<file path="config.mk">
export PLATFORM = sky130hd
export DESIGN_NAME = rom_lut_sequencer
export DESIGN_NICKNAME = d
export VERILOG_FILES = /design/src/rtl/rom_lut_sequencer_pkg.sv /design/src/rtl/rom_lut_sequencer_rr_arbiter.sv /design/src/rtl/rom_lut_sequencer.sv
export SDC_FILE = /design/constraint.sdc
export NUM_CORES = 1
export LEC_CHECK = 0
export BUFFER_PORTS_ARGS = -buffer_cell sky130_fd_sc_hd__buf_2
export CORE_UTILIZATION = 30
export DETAILED_ROUTE_END_ITERATION = 7
export PLACE_DENSITY_LB_ADDON = 0.3
export SLEW_MARGIN = 25
export SYNTH_ARGS = -nofsm -noshare
export SYNTH_HDL_FRONTEND = slang
export SYNTH_HIERARCHICAL = 1
export SYNTH_SLANG_ARGS = --single-unit
</file>
<file path="constraint.sdc">
create_clock -name in_clk -period 4.4 [get_ports in_clk]
set_input_delay 0.44 -clock in_clk [delete_from_list [all_inputs] [get_ports in_clk]]
set_output_delay 0.44 -clock in_clk [all_outputs]
set_load 0.01 [all_outputs]
</file>
<file path="src/rtl/rom_lut_sequencer_pkg.sv">
// Shared definitions for the ROM lookup-table sequencer.
// Holds the controller state encoding and the default ROM/burst widths,
// which the parent also uses when it sizes the single ROM instance.
package rom_lut_sequencer_pkg;

    localparam int DEF_ROM_ADDR_WIDTH = 8;
    localparam int DEF_ROM_DATA_WIDTH = 8;
    localparam int DEF_LEN_WIDTH      = 4;

    typedef enum logic {
        ST_IDLE  = 1'b0,
        ST_BURST = 1'b1
    } seq_state_e;

endpackage

</file>
<file path="src/rtl/rom_lut_sequencer_rr_arbiter.sv">
// rr_arbiter: combinational cyclic-priority pick.
// Ports:
//   req  - request vector, one bit per requester
//   ptr  - index with highest priority this cycle
//   gnt  - one-hot grant (all zero when nothing requests)
//   idx  - encoded index of the granted requester
//   any  - at least one request present
module rr_arbiter #(
    parameter int NUM_REQ  = 2,
    parameter int ID_WIDTH = 3
) (
    input  logic [NUM_REQ-1:0]  req,
    input  logic [ID_WIDTH-1:0] ptr,
    output logic [NUM_REQ-1:0]  gnt,
    output logic [ID_WIDTH-1:0] idx,
    output logic                any
);

    int c;

    // Scan NUM_REQ slots starting at ptr; the first hit wins.
    always_comb begin
        gnt = '0;
        idx = '0;
        any = 1'b0;
        c   = 0;
        for (int k = 0; k < NUM_REQ; k++) begin
            c = int'(ptr) + k;
            if (c >= NUM_REQ) c = c - NUM_REQ;
            if (!any && req[c]) begin
                any    = 1'b1;
                gnt[c] = 1'b1;
                idx    = ID_WIDTH'(c);
            end
        end
    end

endmodule

</file>
<file path="src/rtl/rom_lut_sequencer.sv">
// rom_lut_sequencer: shares one synchronous ROM (1-cycle registered read,
// no enable) between NUM_REQ burst requesters.
// Ports:
//   in_clk, in_rst_n       - clock, async active-low reset
//   in_req_valid/addr/len  - per-requester burst request (len = beats-1),
//                            requester i in slice i
//   out_req_ready          - one-hot accept strobe (combinational)
//   out_rom_addr           - ROM address (combinational)
//   in_rom_data            - ROM read data, one cycle after the address
//   out_rsp_valid/id/last/data - registered tagged response beat
module rom_lut_sequencer
    import rom_lut_sequencer_pkg::*;
#(
    parameter int NUM_REQ        = 2,
    parameter int ROM_ADDR_WIDTH = DEF_ROM_ADDR_WIDTH,
    parameter int ROM_DATA_WIDTH = DEF_ROM_DATA_WIDTH,
    parameter int LEN_WIDTH      = DEF_LEN_WIDTH,
    parameter int ID_WIDTH       = 3
) (
    input  logic                          in_clk,
    input  logic                          in_rst_n,
    input  logic [NUM_REQ-1:0]            in_req_valid,
    input  logic [NUM_REQ*ROM_ADDR_WIDTH-1:0] in_req_addr,
    input  logic [NUM_REQ*LEN_WIDTH-1:0]  in_req_len,
    output logic [NUM_REQ-1:0]            out_req_ready,
    output logic [ROM_ADDR_WIDTH-1:0]     out_rom_addr,
    input  logic [ROM_DATA_WIDTH-1:0]     in_rom_data,
    output logic                          out_rsp_valid,
    output logic [ID_WIDTH-1:0]           out_rsp_id,
    output logic                          out_rsp_last,
    output logic [ROM_DATA_WIDTH-1:0]     out_rsp_data
);

    generate
        if (NUM_REQ < 2 || NUM_REQ > 8) begin : g_bad_num_req
            $error("NUM_REQ must be in 2..8");
        end
        if ((1 << ID_WIDTH) < NUM_REQ) begin : g_bad_id_width
            $error("ID_WIDTH too narrow for NUM_REQ");
        end
    endgenerate

    // One tag stage alongside the ROM read, then the response register.
    localparam int STAGES = 1;

    seq_state_e state, state_nxt;

    logic [NUM_REQ-1:0][ROM_ADDR_WIDTH-1:0] req_addr;
    logic [NUM_REQ-1:0][LEN_WIDTH-1:0]      req_len;

    logic [NUM_REQ-1:0]        gnt;
    logic [ID_WIDTH-1:0]       gnt_idx;
    logic                      gnt_any;
    logic [ROM_ADDR_WIDTH-1:0] sel_addr;
    logic [LEN_WIDTH-1:0]      sel_len;

    logic [ID_WIDTH-1:0]       rr_ptr;
    logic [ID_WIDTH-1:0]       burst_id;
    logic [ROM_ADDR_WIDTH-1:0] cur_addr;
    logic [ROM_ADDR_WIDTH-1:0] addr_hold;
    logic [LEN_WIDTH-1:0]      remaining;
    logic [NUM_REQ-1:0]        ready;

    logic                      beat_vld;
    logic                      beat_last;
    logic [ID_WIDTH-1:0]       beat_id;

    logic [STAGES:0]           vld_pipe;
    logic [ID_WIDTH-1:0]       tag_id;
    logic                      tag_last;

    assign req_addr = in_req_addr;
    assign req_len  = in_req_len;

    rr_arbiter #(
        .NUM_REQ  (NUM_REQ),
        .ID_WIDTH (ID_WIDTH)
    ) u_arb (
        .req (in_req_valid),
        .ptr (rr_ptr),
        .gnt (gnt),
        .idx (gnt_idx),
        .any (gnt_any)
    );

    // One-hot mux of the granted requester's fields.
    always_comb begin
        sel_addr = '0;
        sel_len  = '0;
        for (int i = 0; i < NUM_REQ; i++) begin
            if (gnt[i]) begin
                sel_addr = sel_addr | req_addr[i];
                sel_len  = sel_len  | req_len[i];
            end
        end
    end

    // Next state and beat issue. The IDLE grant cycle already issues beat 0,
    // so back-to-back bursts run without bubbles.
    always_comb begin
        state_nxt    = state;
        ready        = '0;
        out_rom_addr = addr_hold;
        beat_vld     = 1'b0;
        beat_last    = 1'b0;
        beat_id      = burst_id;
        case (state)
            ST_IDLE: begin
                if (gnt_any) begin
                    ready        = gnt;
                    out_rom_addr = sel_addr;
                    beat_vld     = 1'b1;
                    beat_id      = gnt_idx;
                    beat_last    = (sel_len == '0);
                    if (sel_len != '0) state_nxt = ST_BURST;
                end
            end
            ST_BURST: begin
                out_rom_addr = cur_addr;
                beat_vld     = 1'b1;
                beat_last    = (remaining == '0);
                if (remaining == '0) state_nxt = ST_IDLE;
            end
            default: state_nxt = ST_IDLE;
        endcase
    end

    // Gate with reset so no requester sees an accept while held in reset.
    assign out_req_ready = ready & {NUM_REQ{in_rst_n}};

    always_ff @(posedge in_clk or negedge in_rst_n) begin
        if (!in_rst_n) begin
            state     <= ST_IDLE;
            rr_ptr    <= '0;
            burst_id  <= '0;
            cur_addr  <= '0;
            remaining <= '0;
            addr_hold <= '0;
        end else begin
            state     <= state_nxt;
            addr_hold <= out_rom_addr;
            if (state == ST_IDLE && gnt_any) begin
                rr_ptr   <= (gnt_idx == ID_WIDTH'(NUM_REQ - 1)) ? '0 : gnt_idx + 1'b1;
                burst_id <= gnt_idx;
                if (sel_len != '0) begin
                    cur_addr  <= sel_addr + 1'b1;
                    remaining <= sel_len - 1'b1;
                end
            end else if (state == ST_BURST) begin
                cur_addr <= cur_addr + 1'b1;
                if (remaining != '0) remaining <= remaining - 1'b1;
            end
        end
    end

    // Tag travels with the ROM read; joins the data in the response register.
    always_ff @(posedge in_clk or negedge in_rst_n) begin
        if (!in_rst_n) begin
            vld_pipe     <= '0;
            tag_id       <= '0;
            tag_last     <= 1'b0;
            out_rsp_id   <= '0;
            out_rsp_last <= 1'b0;
            out_rsp_data <= '0;
        end else begin
            vld_pipe <= {vld_pipe[STAGES-1:0], beat_vld};
            if (beat_vld) begin
                tag_id   <= beat_id;
                tag_last <= beat_last;
            end
            if (vld_pipe[0]) begin
                out_rsp_id   <= tag_id;
                out_rsp_last <= tag_last;
                out_rsp_data <= in_rom_data;
            end
        end
    end

    assign out_rsp_valid = vld_pipe[STAGES];

endmodule

</file>
==> flow_metrics.env, run 1 <==
export IMPL_crit_path_end_kind="output port"
export IMPL_fp_dieArea_mm2=0.00919
export IMPL_yosysTopAreaCell="dfrtp_1"
export IMPL_hold_violations=0
export IMPL_areaGrowthSynthToFinish_pct=16.9
export IMPL_nets=383
export IMPL_ys_types=57
export IMPL_syn_area_per_cell_um2=9.02
export IMPL_fin_skew_ps=13.4
export IMPL_cp_arrival_ps=3090
export IMPL_drc=0
export IMPL_dp_hpwl_um=4440
export IMPL_yosysSeqAreaShare_pct=42.6
export IMPL_worstMarginPinSlew_ps=694
export IMPL_power_mw=2.06
export IMPL_cts_made_buffers=5
export IMPL_yosys_top_cells_area="dfrtp_1 (43%), nand2_1 (8.1%), mux2_2 (6.0%), o21ai_0 (4.7%), a21oi_1 (2.8%)"
export IMPL_hold_slack_ps=212
export IMPL_vias=2323
export IMPL_synth_edf_count=0
export IMPL_cts_max_path_buffers=2
export IMPL_core_rowCount=33
export IMPL_drive_above_1_share_pct=28.8
export IMPL_stdcell_area_mm2=0.00309
export IMPL_grt_first_pass_wirelength_um=9880
export IMPL_first_iter_violations=88
export IMPL_synth_nets=333
export IMPL_dpl_cell_area_mm2=0.00299
export IMPL_grt_usage_pct=13.7
export IMPL_cts_tree="built"
export IMPL_path_clk_slew_ps=100
export IMPL_die_y_um=95.9
export IMPL_dr_pass1_iters=4
export IMPL_ys_ff_latch=45
export IMPL_status="finished clean"
export IMPL_cts_setup_buffers=0
export IMPL_cts_resized=0
export IMPL_critical_path_class="reg2out"
export IMPL_overflow=0
export IMPL_drt_wl_total_um=6110
export IMPL_post_route_min_period_ps=3530
export IMPL_final_setup_tns_ps=0
export IMPL_antenna_found_initial=0
export IMPL_fin_crit_sh_pct=80.3
export IMPL_dieWidth_um=95.9
export IMPL_synthFlopType="dfrtp_1"
export IMPL_io_pins=59
export IMPL_syn_inst=293
export IMPL_drt_vias_per_instance=5.17
export IMPL_worst_ep_required_time_ps=3960
export IMPL_setup_violations=0
export IMPL_routabilityCongestion=0.828
export IMPL_cp_start_kind="register"
export IMPL_slew_headroom_pct=53.7
export IMPL_async_flop_share_pct=100
export IMPL_core_area_mm2=0.00838
export IMPL_routedWlPerCell_um=13.6
export IMPL_n_antenna_cell=0
export IMPL_grt_max_degree=48
export IMPL_max_freq_mhz=283
export IMPL_initial_core_util_pct=31.5
export IMPL_clock_latency_ps=300
export IMPL_ant_nets=0
export IMPL_synth_area_mm2=0.00264
export IMPL_ys_warn_count=6
export IMPL_final_util_pct=36.8
export IMPL_grt_pass1_vias=2121
export IMPL_cts_root_buffer="clkbuf_8"
export IMPL_vdd_ir_drop_max_mv=0.278
export IMPL_htreeDepth=2
export IMPL_synth_top_area_share_pct=42.6
export IMPL_critPathMaxFanout=17
export IMPL_maxCapViolCount=0
export IMPL_leakagePower_nw=1.41
export IMPL_power_density_mw_per_mm2=667
export IMPL_clock_sinks=45
export IMPL_slew_viol_final=0
export IMPL_rsz0062_at_grt="no"
export IMPL_hold_class="in2async"
export IMPL_hold_buffers=0
export IMPL_portBuffers=58
[worst max-delay path: stages, from the launching register on]
cell and delay [ps]:
dfrtp_1 500, inv_1 110, ha_1 430, nor3_1 80
nor4_1 390, o21ai_1 120, buf_4 210, a22oi_1 450
nand2_1 100, o21ai_0 80, o21ai_0 120, buf_2 190
[routing by layer]
metal / wire length, µm / up-vias / GRT usage [%] / part of all wire [%]
met1: 3120 / 1101 / 18.6 / 51
li1: - / 1171 / - / -
met4: 41 / 0 / 3.73 / 0.67
met2: 2720 / 49 / 22.5 / 45
met5: 0 / - / 0 / 0
met3: 229 / 2 / 2.37 / 3.7
[synth_stat cells (3+ instances only)]
cell type	instances
clkbuf_1	7
nor2_1	20
nor3_1	7
o21ai_0	25
and3_1	5
dfrtp_1	45
a21oi_1	15
o211ai_1	3
a31oi_1	5
o21ai_1	5
buf_6	3
a22oi_1	9
mux2_2	14
nand3_1	6
mux2i_1	5
buf_2	8
ha_1	4
a22oi_2	3
nand2_1	57
[layout make-up]
type                            count  area (µm²)
Inverter                            3        11.3
Timing Repair Buffer               63         328
Fill cell                         881        5290
Clock inverter                      3        28.8
Clock buffer                        5        68.8
Tap cell                          105         131
Multi-Input combinational cell    225        1390
Sequential cell                    45        1130
[cell usage in the layout, fill, tap and decap left out, types with 2 or more instances in the layout]
master / n
a31oi_1: 5
xor2_1: 2
o21ai_1: 5
and3_1: 5
o211ai_1: 3
dfrtp_1: 45
mux2i_1: 5
buf_4: 5
clkbuf_8: 5
inv_6: 2
a21oi_1: 15
nor4_1: 2
nor3_1: 7
ha_1: 4
a22oi_2: 3
o21ai_0: 25
inv_1: 2
or2_2: 2
nand2_1: 57
o41ai_2: 2
nand3_1: 6
a22oi_1: 9
buf_2: 58
a21o_1: 2
nand2b_1: 2
nand3b_1: 2
o32ai_1: 2
mux2_2: 14
nor2_1: 20
[cells by family after synthesis]
kind of cell / after synthesis / share of synthesized area, %
and+or+nand+nor: 113 / 19.8
AOI/OAI and AO/OA: 86 / 22.2
DFF: 45 / 42.6
buffers and inverters: 23 / 4.64
muxes: 19 / 7.86
adders and majority gates: 4 / 1.89
xor gates and xnor gates: 3 / 0.994
[final timing paths]
check | from | cells past startpoint | end | slack (ps)
worst min-delay path | in_rst_n | 2 | addr_hold[5]$_DFF_PN0_ | 210
worst max register to register | rr_ptr[1]$_DFFE_PN0N_ | 13 | cur_addr[6]$_DFFE_PN0P_ | 1120
worst min register to register | burst_id[2]$_DFFE_PN0N_ | 2 | burst_id[2]$_DFFE_PN0N_ | 480
min in group in_clk | in_rom_data[7] | 2 | out_rsp_data[7]$_DFFE_PN0P_ | 360
worst max-delay path | rr_ptr[1]$_DFFE_PN0N_ | 11 | out_rom_addr[3] | 870
max in group asynchronous | in_rst_n | 2 | out_rsp_data[2]$_DFFE_PN0P_ | 3770
[metrics by stage]
stage	std cells	setup slack [ps]
floorplan	293	1310
global placement	441	1250
detailed placement	441	1160
CTS	449	872
global route	449	639
finish	449	865
[power by group]
| part | switching (mW) | internal, mW | total (mW) |
|---|---|---|---|
| Sequential | 0.158 | 0.579 | 0.736 |
| Combinational | 0.598 | 0.443 | 1.04 |
| Clock | 0.161 | 0.120 | 0.282 |
| Total | 0.917 | 1.14 | 2.06 |
[flip-flops by register name, indices dropped and copies added (netlist names), 2 cells and up]
register and flops:
addr_hold 8, burst_id 3, cur_addr 8, out_rsp_data 8, out_rsp_id 3, remaining 4, rr_ptr 3, tag_id 3
vld_pipe 2
Note: power is estimated with default switching activity, not from simulation.
==> inputs of run 2 (changes only) <==
- clock period: 4.4 -> 3.5 ns (I/O delays scaled with it)
==> flow_metrics.env, run 2 (same netlist as run 1, synthesis figures left out) <==
export IMPL_hold_buffers=0
export IMPL_dp_hpwl_um=4630
export IMPL_worst_ep_required_time_ps=3150
export IMPL_dpl_worst_slack_ps=225
export IMPL_drc=0
export IMPL_first_iter_violations=147
export IMPL_io_pins=59
export IMPL_grt_usage_pct=15.0
export IMPL_dieWidth_um=95.9
export IMPL_initial_core_util_pct=31.5
export IMPL_cts_resized=0
export IMPL_fin_skew_ps=11.2
export IMPL_setup_violations=0
export IMPL_grt_first_pass_wirelength_um=10800
export IMPL_slowest_delay_ps=450
export IMPL_path_cells="inv_1 > ha_2 > nor3_1 > nor4_1 > o21ai_1 > buf_4 > a22oi_2 > nand2_1 > o21ai_0 > o21ai_0 > buf_2"
export IMPL_power_mw=2.71
export IMPL_drt_wl_total_um=6460
export IMPL_overflow=0
export IMPL_final_setup_tns_ps=0
export IMPL_nets=385
export IMPL_antenna_found_initial=0
export IMPL_routabilityCongestion=0.828
export IMPL_slew_headroom_pct=61.8
export IMPL_final_util_pct=37.5
export IMPL_clock_sinks=45
export IMPL_clock_latency_ps=300
export IMPL_cp_arrival_ps=2920
export IMPL_post_route_min_period_ps=3270
export IMPL_slowest_stage="dfrtp_2"
export IMPL_layout_commonest_cell="buf_2"
export IMPL_cts_max_path_buffers=2
export IMPL_die_y_um=95.9
export IMPL_leakagePower_nw=1.42
export IMPL_n_antenna_cell=0
export IMPL_worstMarginPinSlew_ps=573
export IMPL_cts_root_buffer="clkbuf_8"
export IMPL_dr_pass1_iters=4
export IMPL_top_regs="addr_hold x8, cur_addr x8, out_rsp_data x8"
export IMPL_setup_ws_ps=230
export IMPL_core_rowCount=33
export IMPL_place_inst=443
export IMPL_vias=2379
export IMPL_cp_common_cell="o21ai_0"
export IMPL_path_clk_slew_ps=100
export IMPL_cts_made_buffers=5
export IMPL_drive_above_1_share_pct=31.2
export IMPL_slew_viol_final=0
export IMPL_hold_violations=0
export IMPL_vdd_ir_drop_max_mv=0.388
export IMPL_fin_crit_sh_pct=93.4
export IMPL_crit_path_end_kind="output port"
export IMPL_core_area_mm2=0.00838
export IMPL_status="finished clean"
export IMPL_layout_common_cells="buf_2 (58), nand2_1 (57), dfrtp_1 (43), o21ai_0 (25), nor2_1 (20)"
export IMPL_rsz0062_at_grt="no"
export IMPL_cp_start_kind="register"
export IMPL_cts_tree="built"
export IMPL_critPathMaxFanout=17
export IMPL_drt_vias_per_instance=5.27
export IMPL_htreeDepth=2
export IMPL_grt_max_degree=46
export IMPL_portBuffers=58
export IMPL_critical_path_class="reg2out"
export IMPL_power_density_mw_per_mm2=863
export IMPL_cts_setup_buffers=0
export IMPL_instances_no_fill=451
export IMPL_rr_worst_depth=13
export IMPL_fp_dieArea_mm2=0.00919
export IMPL_routedWlPerCell_um=14.3
export IMPL_ant_nets=0
export IMPL_areaGrowthSynthToFinish_pct=18.9
export IMPL_maxCapViolCount=0
export IMPL_max_freq_mhz=306
export IMPL_hold_class="in2async"
export IMPL_grt_pass1_vias=2206
-- run 2: changes by cell type in the layout (fill, tap and decap cells not counted), sizes merged --
cell / change
buf: +2
bufinv: +1
inv: -1
-- run 2: power breakdown --
part | total [mW] | internal (mW) | switching [mW]
clock | 0.415 | 0.218 | 0.197
sequential | 0.900 | 0.730 | 0.170
combinational | 1.39 | 0.583 | 0.811
-- run 2: critical path, delay by kind of cell, from the launching register on --
family	cells	cell delay [ps]
and+or+nand+nor	3	590
DFF	1	450
buffers and inverters	3	490
adders and majority gates	1	420
AOI/OAI and AO/OA	4	660
-- run 2: routing by layer --
| layer | part of all wire [%] | global-route usage, % | wire, µm | up-vias |
|---|---|---|---|---|
| met5 | 0 | 0 | 0 | - |
| met4 | 0.88 | 2.61 | 57 | 0 |
| met3 | 4.1 | 2.61 | 262 | 6 |
| met2 | 46 | 24.8 | 2960 | 62 |
| met1 | 49 | 20.8 | 3190 | 1144 |
| li1 | - | - | - | 1167 |
-- run 2: layout make-up --
| class | instances | area [µm²] |
|---|---|---|
| clock buffer | 5 | 68.8 |
| clock inverter | 3 | 47.5 |
| fill | 871 | 5240 |
| inverter | 3 | 11.3 |
| multi-input combinational | 225 | 1410 |
| sequential | 45 | 1130 |
| tap | 105 | 131 |
| timing repair buffer | 65 | 343 |
-- run 2: through the flow --
| step | hold WS [ps] | cell area, µm² |
|---|---|---|
| 2_1_floorplan | 54.4 | 2640 |
| 3_3_place_gp | 453 | 3010 |
| 3_5_place_dp | 460 | 3010 |
| 4_1_cts | 249 | 3120 |
| 5_1_grt | 264 | 3140 |
| 6_report | 221 | 3140 |
-- run 2: worst paths after layout --
check,start,end,slack [ps]
max,rr_ptr[1]$_DFFE_PN0N_,out_rom_addr[3],230
min,in_rst_n,tag_last$_DFFE_PN0P_,220
max reg2reg,rr_ptr[1]$_DFFE_PN0N_,cur_addr[6]$_DFFE_PN0P_,280
min reg2reg,burst_id[2]$_DFFE_PN0N_,burst_id[2]$_DFFE_PN0N_,480
max in group asynchronous,in_rst_n,rr_ptr[1]$_DFFE_PN0N_,2870
min in group in_clk,in_rom_data[1],out_rsp_data[1]$_DFFE_PN0P_,280
==> inputs of run 3 (changes only) <==
- CAP_MARGIN: unset -> 20
- REMOVE_ABC_BUFFERS: unset -> 1
==> flow_metrics.env, run 3 (same netlist as run 1, synthesis figures left out) <==
export IMPL_grt_pass1_vias=2264
export IMPL_drive_above_1_share_pct=30.0
export IMPL_nFillCells=861
export IMPL_status="finished clean"
export IMPL_antenna_found_initial=0
export IMPL_cts_tree="built"
export IMPL_slew_viol_final=0
export IMPL_grt_first_pass_wirelength_um=10400
export IMPL_first_iter_violations=114
export IMPL_place_inst=443
export IMPL_slew_headroom_pct=66.1
export IMPL_grt_usage_pct=14.7
export IMPL_rsz0062_at_grt="no"
export IMPL_die_y_um=95.9
export IMPL_grt_max_degree=36
export IMPL_cp_arrival_ps=2890
export IMPL_hold_slack_ps=279
export IMPL_instances_no_fill=452
export IMPL_cp_top_family="compound AO/OA/AOI/OAI gates"
export IMPL_crit_path_end_kind="output port"
export IMPL_rr_worst_depth=12
export IMPL_power_density_mw_per_mm2=849
export IMPL_fin_crit_sh_pct=92.6
export IMPL_dieWidth_um=95.9
export IMPL_n_antenna_cell=0
export IMPL_layout_common_cells="buf_2 (58), nand2_1 (57), dfrtp_1 (44), o21ai_0 (25), nor2_1 (20)"
export IMPL_cts_root_buffer="clkbuf_8"
export IMPL_ant_nets=0
export IMPL_max_freq_mhz=309
export IMPL_crit_buf_inv=3
export IMPL_clock_sinks=45
export IMPL_worst_ep_required_time_ps=3150
export IMPL_core_rowCount=33
export IMPL_routedWlPerCell_um=13.8
export IMPL_io_pins=59
export IMPL_dr_pass1_iters=4
export IMPL_overflow=0
export IMPL_maxCapViolCount=0
export IMPL_portBuffers=58
export IMPL_clock_latency_ps=300
export IMPL_critPathMaxFanout=15
export IMPL_hold_class="in2reg"
export IMPL_slowest_delay_ps=540
export IMPL_path_cells="ha_2 > inv_2 > nor4b_2 > nor4_2 > o21ai_1 > buf_4 > a22oi_1 > nand2_1 > o21ai_0 > o21ai_0 > buf_2"
export IMPL_core_area_mm2=0.00838
export IMPL_routabilityCongestion=0.843
export IMPL_cts_made_buffers=5
export IMPL_worstMarginPinSlew_ps=507
export IMPL_top_regs="addr_hold x8, cur_addr x8, out_rsp_data x8"
export IMPL_hold_violations=0
export IMPL_vdd_ir_drop_max_mv=0.485
export IMPL_reg2reg_from="rr_ptr[0]$_DFFE_PN0N_"
export IMPL_cp_start_kind="register"
export IMPL_r2r_end="cur_addr[6]$_DFFE_PN0P_"
export IMPL_leakagePower_nw=1.42
export IMPL_final_setup_tns_ps=0
export IMPL_hold_path_endpoint="out_rsp_data[0]$_DFFE_PN0P_"
export IMPL_cp_common_cell="o21ai_0"
export IMPL_layout_commonest_cell="buf_2"
export IMPL_holdPathStages=2
export IMPL_path_clk_slew_ps=90
export IMPL_htreeDepth=2
export IMPL_cts_max_path_buffers=2
export IMPL_min_from="in_rom_data[0]"
export IMPL_multi_input_area_mm2=0.00141
export IMPL_initial_core_util_pct=31.5
export IMPL_reg2reg_setup_slack_ps=350
export IMPL_critical_path_class="reg2out"
export IMPL_vias=2342
export IMPL_setup_violations=0
export IMPL_post_route_min_period_ps=3240
export IMPL_drc=0
export IMPL_drt_vias_per_instance=5.18
export IMPL_drt_wl_total_um=6260
export IMPL_final_util_pct=37.5
export IMPL_dp_hpwl_um=4530
export IMPL_slowest_stage="dfrtp_1"
export IMPL_fin_skew_ps=5.21
export IMPL_areaGrowthSynthToFinish_pct=18.8
export IMPL_cts_setup_buffers=0
export IMPL_fp_dieArea_mm2=0.00919
export IMPL_seqCellArea_mm2=0.00113
export IMPL_nets=386
run 3: cell count changes in the layout (fill, tap and decap cells not counted), sizes merged:
cell / change
inv: -2
clkbuf: +1
dlygate4sd3: +1
clkinv: +1
run 3: layer usage:
metal  vias up  GRT usage (%)  wire length (µm)
met5         -              0                 0
met4         0           4.35                58
met3         7           3.00               301
met2        69           25.9              2980
met1      1105           18.1              2910
li1       1161              -                 -
run 3: worst max-delay path by stage:
stage / startpoint / endpoint / cells past startpoint
2_1_floorplan: rr_ptr[1]$_DFFE_PN0N_ / cur_addr[6]$_DFFE_PN0P_ / 12
3_3_place_gp: rr_ptr[1]$_DFFE_PN0N_ / cur_addr[7]$_DFFE_PN0P_ / 12
3_5_place_dp: rr_ptr[1]$_DFFE_PN0N_ / cur_addr[7]$_DFFE_PN0P_ / 12
4_1_cts: rr_ptr[1]$_DFFE_PN0N_ / out_rom_addr[3] / 11
5_1_grt: rr_ptr[1]$_DFFE_PN0N_ / out_rom_addr[7] / 11
6_report: rr_ptr[0]$_DFFE_PN0N_ / out_rom_addr[7] / 11
run 3: area by class of cell:
class | instances | share of cell area, %
inverters | 3 | 0.359
clock buffers | 6 | 2.31
multi-input cells | 225 | 44.8
clock inverters | 2 | 1.24
well taps | 105 | 4.18
flip-flops and latches | 45 | 35.9
repair buffers | 66 | 11.2
run 3: per-stage QoR:
step / area, µm² / total power [mW] / setup slack, ps
finish: 3140 / 2.67 / 260
global route: 3140 / 2.92 / 18.7
CTS: 3130 / 2.66 / 91.1
detailed placement: 3010 / 2.26 / 284
global placement: 3010 / 2.22 / 374
floorplan: 2530 / 1.83 / 46.5
run 3: report_power, final:
| group | total (mW) | internal [mW] | switching [mW] |
|---|---|---|---|
| sequential | 0.890 | 0.729 | 0.162 |
| clock | 0.396 | 0.214 | 0.182 |
| combinational | 1.38 | 0.582 | 0.798 |
run 3: timing repair:
action                                  in CTS  in global routing
hold buffers                                 1                  0
endpoints found under the setup margin       0                  8
resized for setup                            0                  4
hold endpoints to repair                    10                  0
